<file path="src/rtl/spike_window_counter_bank_if.sv">
// Bus bundle for the spike window counter bank. The bench drives it as master.
// The counter bank is the slave.
interface spike_window_counter_bank_if #(
  parameter int N_CH  = 3,
  parameter int CNT_W = 32
);
  logic                      reset_sim;
  logic [N_CH-1:0]           spike_in;
  logic [N_CH-1:0]           or_mask;
  logic                      window_tick;
  logic [(N_CH+1)*CNT_W-1:0] cnt_out;
  logic                      cnt_valid;
  logic [N_CH:0]             sat_flag;
  logic                      spike_out;

  modport master (
    output reset_sim, spike_in, or_mask, window_tick,
    input  cnt_out, cnt_valid, sat_flag, spike_out
  );

  modport slave (
    input  reset_sim, spike_in, or_mask, window_tick,
    output cnt_out, cnt_valid, sat_flag, spike_out
  );
endinterface

</file>
<file path="src/rtl/spike_window_counter_bank.sv">
// Multi-channel windowed spike counter with a mask-selected OR-combined channel.
// Counters saturate and set sticky flags. A stretched combined spike drives the cross-board pin.
module spike_window_counter_bank #(
  parameter int              N_CH        = 3,
  parameter int              CNT_W       = 32,
  parameter logic [N_CH-1:0] EXT_MASK    = '0,
  parameter int              SYNC_STAGES = 2,
  parameter int              STRETCH     = 4
) (
  input  logic                         clk,
  input  logic                         reset_global,
  spike_window_counter_bank_if.slave   bus
);

  localparam int STR_W = $clog2(STRETCH + 1);

  logic [N_CH-1:0]  w_c;
  logic [N_CH-1:0]  r_cD;
  logic [N_CH-1:0]  w_e;
  logic             w_cc;
  logic             r_ccD;
  logic             w_ec;
  logic [N_CH:0]    w_inc;

  logic [CNT_W-1:0] r_acc    [N_CH+1];
  logic [CNT_W-1:0] r_cntOut [N_CH+1];
  logic [CNT_W-1:0] w_sum    [N_CH+1];
  logic [N_CH:0]    w_ovf;
  logic [N_CH:0]    r_satFlag;
  logic             r_cntValid;

  logic [STR_W-1:0] r_stretchCnt;
  logic [STR_W-1:0] w_stretchNext;
  logic             r_spikeOut;

  // Internal channels get a single register. Cross-board channels get a full synchronizer chain.
  for (genvar gi = 0; gi < N_CH; gi++) begin : g_cond
    if (EXT_MASK[gi]) begin : g_ext
      logic [SYNC_STAGES-1:0] r_sync;
      always_ff @(posedge clk or posedge reset_global) begin
        if (reset_global) r_sync <= '0;
        else              r_sync <= {r_sync[SYNC_STAGES-2:0], bus.spike_in[gi]};
      end
      assign w_c[gi] = r_sync[SYNC_STAGES-1];
    end else begin : g_int
      logic r_sync;
      always_ff @(posedge clk or posedge reset_global) begin
        if (reset_global) r_sync <= 1'b0;
        else              r_sync <= bus.spike_in[gi];
      end
      assign w_c[gi] = r_sync;
    end
  end

  // The combined channel ORs levels before edge detection, so overlapping spikes on different channels count once.
  assign w_cc  = |(w_c & bus.or_mask);
  assign w_e   = w_c & ~r_cD;
  assign w_ec  = w_cc & ~r_ccD;
  assign w_inc = {w_ec, w_e};

  always_ff @(posedge clk or posedge reset_global) begin
    if (reset_global) begin
      r_cD  <= '0;
      r_ccD <= 1'b0;
    end else begin
      r_cD  <= w_c;
      r_ccD <= w_cc;
    end
  end

  always_comb begin
    w_ovf = '0;
    for (int j = 0; j <= N_CH; j++) begin
      w_ovf[j] = w_inc[j] & (&r_acc[j]);
      w_sum[j] = w_ovf[j] ? r_acc[j] : r_acc[j] + CNT_W'(w_inc[j]);
    end
  end

  // The closing window latches acc + edge, so an edge that coincides with a tick lands in the closing window.
  always_ff @(posedge clk or posedge reset_global) begin
    if (reset_global) begin
      for (int j = 0; j <= N_CH; j++) begin
        r_acc[j]    <= '0;
        r_cntOut[j] <= '0;
      end
      r_satFlag  <= '0;
      r_cntValid <= 1'b0;
    end else if (bus.reset_sim) begin
      for (int j = 0; j <= N_CH; j++) begin
        r_acc[j]    <= '0;
        r_cntOut[j] <= '0;
      end
      r_satFlag  <= '0;
      r_cntValid <= 1'b0;
    end else begin
      r_satFlag  <= r_satFlag | w_ovf;
      r_cntValid <= bus.window_tick;
      for (int j = 0; j <= N_CH; j++) begin
        if (bus.window_tick) begin
          r_cntOut[j] <= w_sum[j];
          r_acc[j]    <= '0;
        end else begin
          r_acc[j]    <= w_sum[j];
        end
      end
    end
  end

  // A new combined edge reloads the counter, so retriggers extend the pulse without a gap.
  always_comb begin
    w_stretchNext = r_stretchCnt;
    if (w_ec)                     w_stretchNext = STR_W'(STRETCH);
    else if (r_stretchCnt != '0)  w_stretchNext = r_stretchCnt - STR_W'(1);
  end

  always_ff @(posedge clk or posedge reset_global) begin
    if (reset_global) begin
      r_stretchCnt <= '0;
      r_spikeOut   <= 1'b0;
    end else begin
      r_stretchCnt <= w_stretchNext;
      r_spikeOut   <= (w_stretchNext != '0);
    end
  end

  for (genvar gj = 0; gj <= N_CH; gj++) begin : g_out
    assign bus.cnt_out[gj*CNT_W +: CNT_W] = r_cntOut[gj];
  end

  assign bus.cnt_valid = r_cntValid;
  assign bus.sat_flag  = r_satFlag;
  assign bus.spike_out = r_spikeOut;

endmodule
</file>
<file path="src/flat_wrapper.sv">
// flat-port wrapper written by rule: the top's interface ports become plain ports
module spike_window_counter_bank_flat 
#(
  parameter int              N_CH        = 3,
  parameter int              CNT_W       = 32,
  parameter logic [N_CH-1:0] EXT_MASK    = '0,
  parameter int              SYNC_STAGES = 2,
  parameter int              STRETCH     = 4
)
  (clk, reset_global, bus_reset_sim, bus_spike_in, bus_or_mask, bus_window_tick, bus_cnt_out, bus_cnt_valid, bus_sat_flag, bus_spike_out);
  spike_window_counter_bank_if #(.N_CH(N_CH), .CNT_W(CNT_W)) bus_i ();
  input  logic clk;
  input  logic reset_global;
  input wire logic [$bits(bus_i.reset_sim)-1:0] bus_reset_sim;
  input wire logic [$bits(bus_i.spike_in)-1:0] bus_spike_in;
  input wire logic [$bits(bus_i.or_mask)-1:0] bus_or_mask;
  input wire logic [$bits(bus_i.window_tick)-1:0] bus_window_tick;
  output wire logic [$bits(bus_i.cnt_out)-1:0] bus_cnt_out;
  output wire logic [$bits(bus_i.cnt_valid)-1:0] bus_cnt_valid;
  output wire logic [$bits(bus_i.sat_flag)-1:0] bus_sat_flag;
  output wire logic [$bits(bus_i.spike_out)-1:0] bus_spike_out;
  assign bus_i.reset_sim = bus_reset_sim;
  assign bus_i.spike_in = bus_spike_in;
  assign bus_i.or_mask = bus_or_mask;
  assign bus_i.window_tick = bus_window_tick;
  assign bus_cnt_out = bus_i.cnt_out;
  assign bus_cnt_valid = bus_i.cnt_valid;
  assign bus_sat_flag = bus_i.sat_flag;
  assign bus_spike_out = bus_i.spike_out;
  spike_window_counter_bank #(.N_CH(N_CH), .CNT_W(CNT_W), .EXT_MASK(EXT_MASK), .SYNC_STAGES(SYNC_STAGES), .STRETCH(STRETCH)) u_core (.clk(clk), .reset_global(reset_global), .bus(bus_i));
endmodule
</file>
<file path="config.mk">
export PLATFORM = sky130hd
export DESIGN_NAME = spike_window_counter_bank_flat
export DESIGN_NICKNAME = d
export VERILOG_FILES = /design/src/rtl/spike_window_counter_bank_if.sv /design/src/rtl/spike_window_counter_bank.sv /design/src/flat_wrapper.sv
export SDC_FILE = /design/constraint.sdc
export NUM_CORES = 1
export LEC_CHECK = 0
export ABC_CLOCK_PERIOD_IN_PS = 11170
export CORE_UTILIZATION = 56
export CTS_CLUSTER_DIAMETER = 40
export DETAILED_ROUTE_END_ITERATION = 16
export MAX_ROUTING_LAYER = met4
export PLACE_DENSITY = 0.8
export SYNTH_ARGS = -nofsm -noshare
export SYNTH_HDL_FRONTEND = slang
export SYNTH_SLANG_ARGS = --single-unit
</file>
<file path="constraint.sdc">
create_clock -name clk -period 11.17 [get_ports clk]
set_input_delay 2.234 -clock clk [delete_from_list [all_inputs] [get_ports clk]]
set_output_delay 2.234 -clock clk [all_outputs]
set_load 0.02 [all_outputs]
</file>
# == Word level (Yosys, flattened, before mapping) ==
# Cells that the tools add are included.
# word_totals
elab_cells,58
inputBits,10
reg_bits,272
out_inout_bits,134
# classes
bitwise_logic,10
addsub,5
mux,18
reduce_logical,8
# ops
op,count
32-bit two-way mux,12
128-bit two-way mux,2
32-bit by 1-bit adder with 32-bit output,4
32-bit AND reduction,4
3-bit AND,2
3-bit two-way mux,2
3-bit nonzero test,2
1-bit AND,5
4-bit two-way mux,1
4-bit bitwise OR,1
3-bit inverter,1
3-bit OR reduction,1
"3-bit by 1-bit subtractor with 3-bit output, second input constant",1
2-bit nonzero test,1
1-bit two-way mux,1
1-bit inverter,1

# == Depth between registers and ports, before layout ==
# Gate-level depths: netlist of run 1.
# depth
ltp_word,7
mapped_depth,11
depth_no_buf,10

# == Least setup slack after synthesis of run 1 ==
# OpenSTA, ideal clock, no wires.
# synth_path
path_kind,input -> register
from,input port bus_or_mask[0]
to,register u_core.r_cntOut (netlist bit u_core.bus.cnt_out[114])
t_arrival_ps,4337
n_path_buf,0
stages,10
path_slack_ps,6739
setup_ps,94
required_time_ps,11076
path_cell_list,a222oi_1 > nor2_1 > ha_1 > ha_1 > nand3_1 > or2_1 > or3_4 > nor4_2 > xnor2_1 > a211oi_1
# synth_between
elab_chain_len,7
elab_cells_between_ends,8
classes_between,add/sub (1); mux (3); bitwise (3); reduce/logical (1)
# synth_rtl
item,line_no,source
"start, declared",flat_wrapper.sv:16,input wire logic [$bits(bus_i.or_mask)-1:0] bus_or_mask;
3-bit AND *,spike_window_counter_bank.sv:56,assign w_cc = |(w_c & bus.or_mask);
3-bit OR reduction *,spike_window_counter_bank.sv:56,
1-bit AND *,spike_window_counter_bank.sv:58,assign w_ec = w_cc & ~r_ccD;
32-bit by 1-bit adder with 32-bit output or 1-bit AND (tied branches),"spike_window_counter_bank.sv:75, spike_window_counter_bank.sv:74",
32-bit two-way mux *,spike_window_counter_bank.sv:75,w_sum[j] = w_ovf[j] ? r_acc[j] : r_acc[j] + CNT_W'(w_inc[j]);
32-bit two-way mux *,spike_window_counter_bank.sv:99,if (bus.window_tick) begin
128-bit two-way mux *,spike_window_counter_bank.sv:88,end else if (bus.reset_sim) begin
"end signal, assigned by index",spike_window_counter_bank.sv:100,r_cntOut[j] <= w_sum[j];
"end, declared",spike_window_counter_bank.sv:26,logic [CNT_W-1:0] r_cntOut [N_CH+1];
# Every way passes the cells marked *; elsewhere a longest branch is shown, timed or not. The select of a mux whose other input is x is not followed.
# A chain may end at the register's enable or synchronous reset.

# == Final worst setup path of run 1 ==
# layout_path
from,input port bus_or_mask[0]
to,register u_core.r_cntOut (netlist bit u_core.bus.cnt_out[116])
# The elaborated chain is that of the path after synthesis.

==> flow_metrics.tcl, run 1 <==
set metrics [dict create \
    reg2reg_to "u_core.bus.cnt_out[116]" \
    grt.busiest_layer "met2" \
    sw_frac_of_total_pct 23.3 \
    cts.htree.levels 2 \
    p_clk_share_pct 49.4 \
    seq_area_mm2 0.00681 \
    die_y_um 150 \
    async_flop_share_pct 100 \
    ys_seq_area_share_pct 55.8 \
    place.gp.congestion 0.852 \
    timing.critical_path.mode_cell "ha_1" \
    p_leak_nw 6.25 \
    grt_pass1_vias 8976 \
    syn_nets 1217 \
    multi_input_area_mm2 0.00507 \
    syn_inst 1196 \
    gr-usage-met3_pct 3.72 \
    grt_pass1_wl_mm 46.2 \
    synth_top_area_share_pct 55.8 \
    rows 53 \
    holdPathEnd "u_core.r_cD[2]" \
    routed_via_density 5.73 \
    synth_cell_types 55 \
    cap_violations 0 \
    reg2regPathDepth 10 \
    drtIter0Drc 578 \
    ys_ff_latch 272 \
    dp_cells 1551 \
    synth_top_flop_cell "dfrtp_1" \
    use_met1_pct 36.8 \
    internal_power_w 0.00180 \
    io_pins 144 \
    hold_viol_final 0 \
    first_pass_iters 5 \
    holdPathStages 0 \
    min_path_type "register to register" \
    sequentialPowerShare_pct 43.7 \
    vdd_drop_max_mv 0.114 \
    r2r_start "u_core.g_cond[1].g_int.r_sync" \
    comb_power_share_pct 6.9 \
    holdWs_ns 0.441 \
    slowest_stage "clkdlybuf4s50_1" \
    drv_slew 0 \
    cp.required_ns 11.57 \
    netlist_area_mm2 0.0122 \
    synthTopCellsByCount "272 x dfrtp_1, 245 x nor2_1, 82 x a211oi_1" \
    start_kind "input pin" \
    cts.repair.resized 0 \
    clk_latency_ns 0.50 \
    yosysTopAreaCell "dfrtp_1" \
    io_buffers 143 \
    outcome "finished, final reports clean" \
    cts_tree "done" \
    wl_per_cell_um 17.4 \
    wl_mm 28.1 \
    fillCellCount 1596 \
    fin_crit_ns 4.92 \
    slew_headroom_pct 20.7 \
    worstSetupPathType "input pin to register" \
    drive_gt1_share_pct 8.15 \
    cts_hold_buf 0 \
    finalCritPeriodShare_pct 44.0 \
    dieArea_mm2 0.0224 \
    synthToLayoutAreaGrowth_pct 22.7 \
    critPathMaxStageDelay_ns 0.46 \
    use_met2_pct 41.4 \
    synth.avg_cell_area_um2 10.2 \
    rsz0062_at_grt "false" \
    grt_max_degree 154 \
    ctsRootBufferMaster "clkbuf_16" \
    powerDensity_mw_per_mm2 157 \
    synth-edff-count 0 \
    hpwlAfterDp_mm 18.1 \
    antenna_found_initial 0 \
    vias 9233 \
    reg2reg_slack_ns 7.93 \
    synthMostInstantiatedCell "dfrtp_1" \
    synth_warnings 0 \
    end_kind "register" \
    drc 0 \
    cts.sinks 272 \
    cts_buffer_depth 3 \
    fmax_ghz 0.203 \
    n_antenna_cell 0 \
    path_max_fanout 9 \
    fin_cells 1612 \
    clkTransAtPathRegs_ns 0.06 \
    fin_nets 1334 \
    die_x_um 150 \
    start_util_pct 57.5 \
    fin_skew_ns 0.0110 \
    cts_inserted_buffers 35 \
    grtUsageTotal_pct 26.8 \
    worstPathArrival_ns 5.32 \
    core-area_mm2 0.0212 \
    ys_top_cells_by_area "dfrtp_1 56%, nor2_1 7.5%, xor2_1 5.5%, a211oi_1 5.0%, xnor2_1 2.7%" \
    ant_nets 0 \
    tightest_slew_ns 1.19 \
    setup_viol 0 \
    crit_chain "clkdlybuf4s50_1, a222oi_1, nor2_1, ha_1, ha_1, nand3_1, or2_1, or3_4, nor4_2, xnor2_1, a211oi_1" \
    hold_start "u_core.g_cond[2].g_int.r_sync" \
    grt_overflow_total 0 \
    setup_tns_ns 0 \
    finalPower_w 0.00235 \
    cts_setup_buffers 0 \
    p_switching_w 0.000548 \
]
power groups by stage:
stage | combinational (W) | clock, W | sequential (W)
2_1_floorplan | 0.0000814 | 0 | 0.00106
5_1_grt | 0.000181 | 0.00122 | 0.00103
3_5_place_dp | 0.000165 | 0 | 0.00104
6_report | 0.000162 | 0.00116 | 0.00103
4_1_cts | 0.000166 | 0.00118 | 0.00103
3_3_place_gp | 0.000159 | 0 | 0.00104
per-stage QoR:
| step | setup WS (ns) | utilization [%] | cell area, um2 |
|---|---|---|---|
| after floorplan | 1.44 | - | 12200 |
| after global placement | 5.84 | 64.8 | 13800 |
| after detailed placement | 5.72 | 64.8 | 13800 |
| after CTS | 6.25 | 70.6 | 15000 |
| after global routing | 6.00 | 70.6 | 15000 |
| final | 6.25 | 70.6 | 15000 |
final cells by class:
class                   count  share of cell area, %
clock buffers              40                   6.32
clock inverters            21                   1.82
inverters                  14                  0.401
multi-input cells         841                   33.9
flip-flops and latches    272                   45.5
well taps                 275                   2.30
repair buffers            149                   9.85
registers in the layout (all words and copies together), names as in the netlist:
name,count
u_core.bus.cnt_valid,1
u_core.bus.sat_flag,4
u_core.r_stretchCnt,3
u_core.g_cond.g_int.r_sync,3
u_core.r_cD,3
u_core.r_acc,128
u_core.bus.cnt_out,128
u_core.r_ccD,1
u_core.bus.spike_out,1
critical path, delay by kind of cell:
family | cells | cell delay [ns]
adder cells (fa/ha/maj) | 2 | 0.49
XOR/XNOR | 1 | 0.13
AO/OA/AOI/OAI | 2 | 0.41
buffers and inverters | 1 | 0.46
AND/OR/NAND/NOR | 5 | 1.60
routing by layer:
metal | vias to the layer above | part of all wire, %
li1 | 4382 | -
met1 | 4569 | 45
met2 | 240 | 48
met3 | 42 | 4.7
met4 | 0 | 2.2
met5 | - | 0
cells by family after synthesis:
kind of cell / Yosys count / synth area share (%)
AND/OR/NAND/NOR: 567 / 23.4
flip-flops: 272 / 55.8
AO/OA/AOI/OAI: 148 / 8.67
XOR/XNOR: 113 / 8.11
buffers and inverters: 83 / 2.77
adder cells (fa/ha/maj): 11 / 1.13
multiplexers: 2 / 0.164
worst max path at each step:
| stage | from | endpoint | slack (ns) | depth (start not counted) |
|---|---|---|---|---|
| 2_1_floorplan | reset_global | u_core.bus.cnt_out[0] | 1.44 | 1 |
| 3_3_place_gp | bus_or_mask[0] | u_core.bus.cnt_out[116] | 5.84 | 11 |
| 3_5_place_dp | bus_or_mask[0] | u_core.bus.cnt_out[116] | 5.72 | 11 |
| 4_1_cts | bus_or_mask[0] | u_core.bus.cnt_out[116] | 6.25 | 11 |
| 6_report | bus_or_mask[0] | u_core.bus.cnt_out[116] | 6.25 | 11 |
| 5_1_grt | bus_or_mask[0] | u_core.bus.cnt_out[116] | 6.00 | 11 |
cells in the final DEF, fill, tap and decap left out, types with 6 or more instances in the layout:
cell type / n
a211oi_1: 82
a21oi_1: 6
and2_1: 11
and3_1: 21
and4_1: 17
buf_4: 7
clkbuf_16: 37
clkdlybuf4s50_1: 141
dfrtp_1: 272
ha_1: 11
inv_1: 13
nand2_1: 81
nand3_1: 58
nand4_1: 48
nor2_1: 244
nor2b_1: 9
nor3_1: 19
nor3_2: 8
nor4_1: 9
o21ai_0: 31
o21ai_1: 9
xnor2_1: 37
xor2_1: 76
(Power assumes the default switching activity.)
==> inputs of run 2 (changes only) <==
--- a/config.mk
+++ b/config.mk
@@ -5,12 +5,12 @@
 export SDC_FILE = /design/constraint.sdc
 export NUM_CORES = 1
 export LEC_CHECK = 0
-export ABC_CLOCK_PERIOD_IN_PS = 11170
-export CORE_UTILIZATION = 56
+export ABC_CLOCK_PERIOD_IN_PS = 4400
+export CORE_UTILIZATION = 51
 export CTS_CLUSTER_DIAMETER = 40
 export DETAILED_ROUTE_END_ITERATION = 16
 export MAX_ROUTING_LAYER = met4
-export PLACE_DENSITY = 0.8
+export PLACE_DENSITY = 0.77
 export SYNTH_ARGS = -nofsm -noshare
 export SYNTH_HDL_FRONTEND = slang
 export SYNTH_SLANG_ARGS = --single-unit
==> constraint.sdc (replaced) <==
create_clock -name clk -period 4.4 [get_ports clk]
set_input_delay 0.88 -clock clk [delete_from_list [all_inputs] [get_ports clk]]
set_output_delay 0.88 -clock clk [all_outputs]
set_load 0.02 [all_outputs]
==> flow_metrics.tcl, run 2 (synthesis gave the netlist of run 1 again) <==
set metrics [dict create \
    place.gp.congestion 0.879 \
    fmax_ghz 0.315 \
    grt_max_degree 113 \
    timing.critical_path.mode_cell "ha_1" \
    setup_viol 0 \
    fin_crit_ns 3.18 \
    comb_power_share_pct 6.9 \
    rsz0062_at_grt "false" \
    start_util_pct 52.0 \
    multi_input_area_mm2 0.00507 \
    holdPathEnd "u_core.r_cD[1]" \
    crit_chain "clkdlybuf4s50_1, a222oi_1, nor2_1, ha_1, ha_1, nand3_1, or2_1, or3_4, nor4_2, xnor2_1, a211oi_1" \
    cts_buffer_depth 3 \
    die_y_um 157 \
    crit_buf_inv 1 \
    powerDensity_mw_per_mm2 398 \
    rows 56 \
    clkTransAtPathRegs_ns 0.06 \
    clk_latency_ns 0.51 \
    setup_slack_ns 1.22 \
    min_path_type "register to register" \
    p_leak_nw 6.32 \
    hold_start "u_core.g_cond[1].g_int.r_sync" \
    reg2reg_slack_ns 1.47 \
    wl_mm 28.0 \
    n_antenna_cell 0 \
    hold_viol_final 0 \
    internal_power_w 0.00460 \
    p_clk_share_pct 50.0 \
    cap_violations 0 \
    r2r_start "u_core.g_cond[0].g_int.r_sync" \
    sw_frac_of_total_pct 23.8 \
    cp.required_ns 4.81 \
    place_area_mm2 0.0139 \
    p_switching_w 0.00144 \
    final_common_cell "dfrtp_1" \
    drt-met1-wl_mm 13.0 \
    cts.sinks 272 \
    dr_wl_met3_mm 1.48 \
    seq_area_mm2 0.00681 \
    dieArea_mm2 0.0246 \
    end_kind "register" \
    finalCritPeriodShare_pct 72.2 \
    reg2reg_to "u_core.bus.cnt_out[16]" \
    cts_tree "done" \
    cts_setup_buffers 0 \
    cts_inserted_buffers 37 \
    holdWs_ns 0.455 \
    tightest_slew_ns 0.970 \
    io_buffers 143 \
    cts_hold_buf 0 \
    fin_skew_ns 0.0101 \
    hpwlAfterDp_mm 18.1 \
    grt_overflow_total 0 \
    drc 0 \
    vdd_drop_max_mv 0.221 \
    first_pass_iters 7 \
    start_kind "input pin" \
    cts.repair.resized 0 \
    place_ws_ns 0.726 \
    grt_pass1_wl_mm 46.3 \
    vias 9279 \
    cpLargestDelayFamily "simple AND/OR/NAND/NOR gates" \
    grtUsageTotal_pct 24.4 \
    synthToLayoutAreaGrowth_pct 24.3 \
    path_max_fanout 5 \
    layout_common_cells "272 x dfrtp_1, 244 x nor2_1, 141 x clkdlybuf4s50_1, 82 x a211oi_1, 81 x nand2_1" \
    worstSetupPathType "input pin to register" \
    slowest_stage "clkdlybuf4s50_1" \
    path_depth 11 \
    fin_nets 1342 \
    met2WireLength_mm 12.8 \
    antenna_found_initial 0 \
    drv_slew 0 \
    drtIter0Drc 564 \
    outcome "finished, final reports clean" \
    routed_via_density 5.56 \
    grt_pass1_vias 9006 \
    sequentialPowerShare_pct 43.1 \
    routed.top_layer "met4" \
    reg2regPathDepth 8 \
    critPathMaxStageDelay_ns 0.47 \
    io_pins 144 \
    drive_gt1_share_pct 8.90 \
    cts.htree.levels 2 \
    ctsRootBufferMaster "clkbuf_16" \
    slew_headroom_pct 35.2 \
    ant_nets 0 \
    fillCellCount 1870 \
    setup_tns_ns 0 \
    finalInstanceArea_mm2 0.0152 \
    die_x_um 157 \
    core-area_mm2 0.0235 \
    worstPathArrival_ns 3.58 \
    holdPathStages 0 \
    wl_per_cell_um 16.8 \
]
[run 2: cell type report]
class | count | area share, %
well taps | 319 | 2.63
clock inverters | 21 | 1.47
multi-input cells | 841 | 33.4
flip-flops and latches | 272 | 44.9
inverters | 14 | 0.371
repair buffers | 155 | 10.4
clock buffers | 46 | 6.87
[run 2: routing by layer]
| layer | vias to the layer above | global-route usage [%] |
|---|---|---|
| met3 | 65 | 4.26 |
| met4 | 0 | 8.73 |
| met1 | 4551 | 33.6 |
| li1 | 4405 | - |
| met5 | - | - |
| met2 | 258 | 36.3 |
[run 2: how the worst max path moves through the flow]
stage	slack (ns)	startpoint	end
floorplan	-0.08	reset_global	u_core.bus.cnt_out[0]
global placement	0.80	bus_or_mask[0]	u_core.bus.cnt_out[114]
detailed placement	0.73	bus_or_mask[1]	u_core.bus.cnt_out[116]
CTS	1.22	bus_or_mask[1]	u_core.bus.cnt_out[116]
global route	1.02	bus_or_mask[0]	u_core.bus.cnt_out[116]
finish	1.22	bus_or_mask[1]	u_core.bus.cnt_out[116]
[run 2: metrics by stage]
stage	util, %	total power (W)	instances
2_1_floorplan	-	0.00290	1196
3_3_place_gp	59.2	0.00306	1601
3_5_place_dp	59.2	0.00307	1601
4_1_cts	64.6	0.00610	1668
5_1_grt	64.6	0.00625	1668
6_report	64.6	0.00604	1668
[run 2: power groups by stage]
stage               registers [W]  logic, W  clock network (W)
floorplan                 0.00269  0.000207                  0
CTS                       0.00260  0.000429            0.00307
global route              0.00261  0.000464            0.00318
global placement          0.00265  0.000419                  0
detailed placement        0.00265  0.000425                  0
finish                    0.00260  0.000419            0.00302
==> inputs of run 3 (changes only) <==
--- a/config.mk
+++ b/config.mk
@@ -5,7 +5,7 @@
 export SDC_FILE = /design/constraint.sdc
 export NUM_CORES = 1
 export LEC_CHECK = 0
-export ABC_CLOCK_PERIOD_IN_PS = 4400
+export ABC_CLOCK_PERIOD_IN_PS = 2800
 export CORE_UTILIZATION = 51
 export CTS_CLUSTER_DIAMETER = 40
 export DETAILED_ROUTE_END_ITERATION = 16
==> constraint.sdc (replaced) <==
create_clock -name clk -period 2.8 [get_ports clk]
set_input_delay 0.56 -clock clk [delete_from_list [all_inputs] [get_ports clk]]
set_output_delay 0.56 -clock clk [all_outputs]
set_load 0.02 [all_outputs]
==> flow_metrics.tcl, run 3 (synthesis gave the netlist of run 1 again) <==
set metrics [dict create \
    outcome "finished, final reports clean" \
    end_kind "register" \
    powerDensity_mw_per_mm2 607 \
    fin_cells 1688 \
    finalCritPeriodShare_pct 93.5 \
    start_util_pct 52.0 \
    core-area_mm2 0.0235 \
    ant_nets 0 \
    clkTransAtPathRegs_ns 0.05 \
    slew_headroom_pct 52.2 \
    routed_via_density 5.55 \
    dp_cells 1623 \
    crit_buf_inv 1 \
    vias 9366 \
    worstPathArrival_ns 2.96 \
    die_x_um 157 \
    fin_skew_ns 0.0123 \
    grtUsageTotal_pct 24.6 \
    first_pass_iters 5 \
    synthToLayoutAreaGrowth_pct 26.1 \
    multi_input_area_mm2 0.00512 \
    sequentialPowerShare_pct 43.8 \
    finalInstanceArea_mm2 0.0154 \
    setup_tns_ns 0 \
    cts_buffer_depth 3 \
    path_max_fanout 4 \
    min_path_type "input pin to register" \
    antenna_found_initial 0 \
    ctsRootBufferMaster "clkbuf_16" \
    vdd_drop_max_mv 0.591 \
    crit_chain "clkdlybuf4s50_1, a222oi_1, nor2_1, ha_2, ha_4, nand3_2, or2_1, or3_4, nor4_4, xnor2_1, a211oi_1" \
    cts.sinks 272 \
    grt_max_degree 130 \
    start_kind "input pin" \
    hpwlAfterDp_mm 19.0 \
    p_leak_nw 6.43 \
    p_clk_share_pct 48.9 \
    final_common_cell "dfrtp_1" \
    sw_frac_of_total_pct 23.3 \
    fmax_ghz 0.382 \
    fillCellCount 1797 \
    setup_slack_ns 0.183 \
    die_y_um 157 \
    clk_latency_ns 0.50 \
    cp.required_ns 3.14 \
    wl_mm 28.4 \
    drv_slew 0 \
    final_core_util_pct 65.6 \
    drc 0 \
    p_switching_w 0.00217 \
    layout_common_cells "272 x dfrtp_1, 243 x nor2_1, 139 x clkdlybuf4s50_1, 82 x a211oi_1, 81 x nand2_1" \
    cts.htree.levels 2 \
    grt_pass1_wl_mm 46.5 \
    dieArea_mm2 0.0246 \
    tightest_slew_ns 0.712 \
    cap_violations 0 \
    place.gp.congestion 0.910 \
    slowest_stage "clkdlybuf4s50_1" \
    place_ws_ns -0.384 \
    n_antenna_cell 0 \
    critPathMaxStageDelay_ns 0.45 \
    rsz0062_at_grt "false" \
    place_area_mm2 0.0141 \
    fin_nets 1365 \
    grt_pass1_vias 9143 \
    worstSetupPathType "input pin to register" \
    cts_tree "done" \
    cts_hold_buf 0 \
    cts_inserted_buffers 36 \
    setup_viol 0 \
    rows 56 \
    wl_per_cell_um 16.8 \
    io_pins 144 \
    io_buffers 143 \
    internal_power_w 0.00716 \
    drtIter0Drc 472 \
    drive_gt1_share_pct 10.5 \
    comb_power_share_pct 7.3 \
    seq_area_mm2 0.00681 \
    grt_overflow_total 0 \
    hold_viol_final 0 \
    cpLargestDelayFamily "simple AND/OR/NAND/NOR gates" \
    fin_crit_ns 2.62 \
]
## run 3: changes by cell type in the layout (fill, tap and decap cells not counted), sizes merged
| cell | delta |
|---|---|
| buf | +24 |
| clkbuf | +2 |
| clkdlybuf4s50 | -2 |
| clkinv | -3 |
| clkinvlp | +1 |
| dlymetal6s2s | +2 |
| inv | -4 |
## run 3: timing repair
action,in CTS,in global routing
setup endpoints to repair,0,5
resized for setup,0,11
setup buffers,0,2
## run 3: final cells by class
class	count	area share, %
sequential	272	44.2
multi-input combinational	841	33.3
timing repair buffer	179	11.7
clock buffer	48	6.68
tap	319	2.59
clock inverter	15	1.22
inverter	14	0.366
## run 3: power by group through the flow
stage | Clock (W) | Combinational [W] | Sequential, W
floorplan | 0 | 0.000325 | 0.00423
global placement | 0 | 0.000668 | 0.00416
global route | 0.00483 | 0.000747 | 0.00410
CTS | 0.00465 | 0.000692 | 0.00409
finish | 0.00456 | 0.000679 | 0.00409
detailed placement | 0 | 0.000687 | 0.00416
## run 3: layer usage
metal	vias up	share of wire, %	GRT usage [%]
met5	-	0	-
li1	4458	-	-
met1	4645	46	32.4
met3	42	4.4	4.21
met2	221	48	39.1
met4	0	2.2	7.14
## run 3: path summary, 6_finish.rpt
| check | slack [ns] | startpoint | endpoint | cells past startpoint |
|---|---|---|---|---|
| max | 0.18 | bus_or_mask[2] | u_core.bus.cnt_out[116] | 11 |
| min | 0.36 | bus_or_mask[1] | u_core.r_ccD | 3 |
| max reg2reg | 0.20 | u_core.g_cond[2].g_int.r_sync | u_core.bus.cnt_out[116] | 10 |
| min reg2reg | 0.46 | u_core.g_cond[1].g_int.r_sync | u_core.r_cD[1] | 0 |
| max in group asynchronous | 1.58 | reset_global | u_core.r_cD[1] | 3 |
| min in group asynchronous | 0.46 | reset_global | u_core.bus.cnt_out[120] | 2 |
## run 3: worst min-delay path: cells and delay by family
kind	cells	cell delay, ns
buffers and inverters	2	0.15
AOI/OAI and AO/OA	1	0.11
## run 3: stage by stage
step / hold WS [ns] / total power (W)
floorplan: 0.366 / 0.00456
finish: 0.360 / 0.00934
global placement: 0.446 / 0.00483
detailed placement: 0.448 / 0.00485
global route: 0.400 / 0.00967
CTS: 0.455 / 0.00943
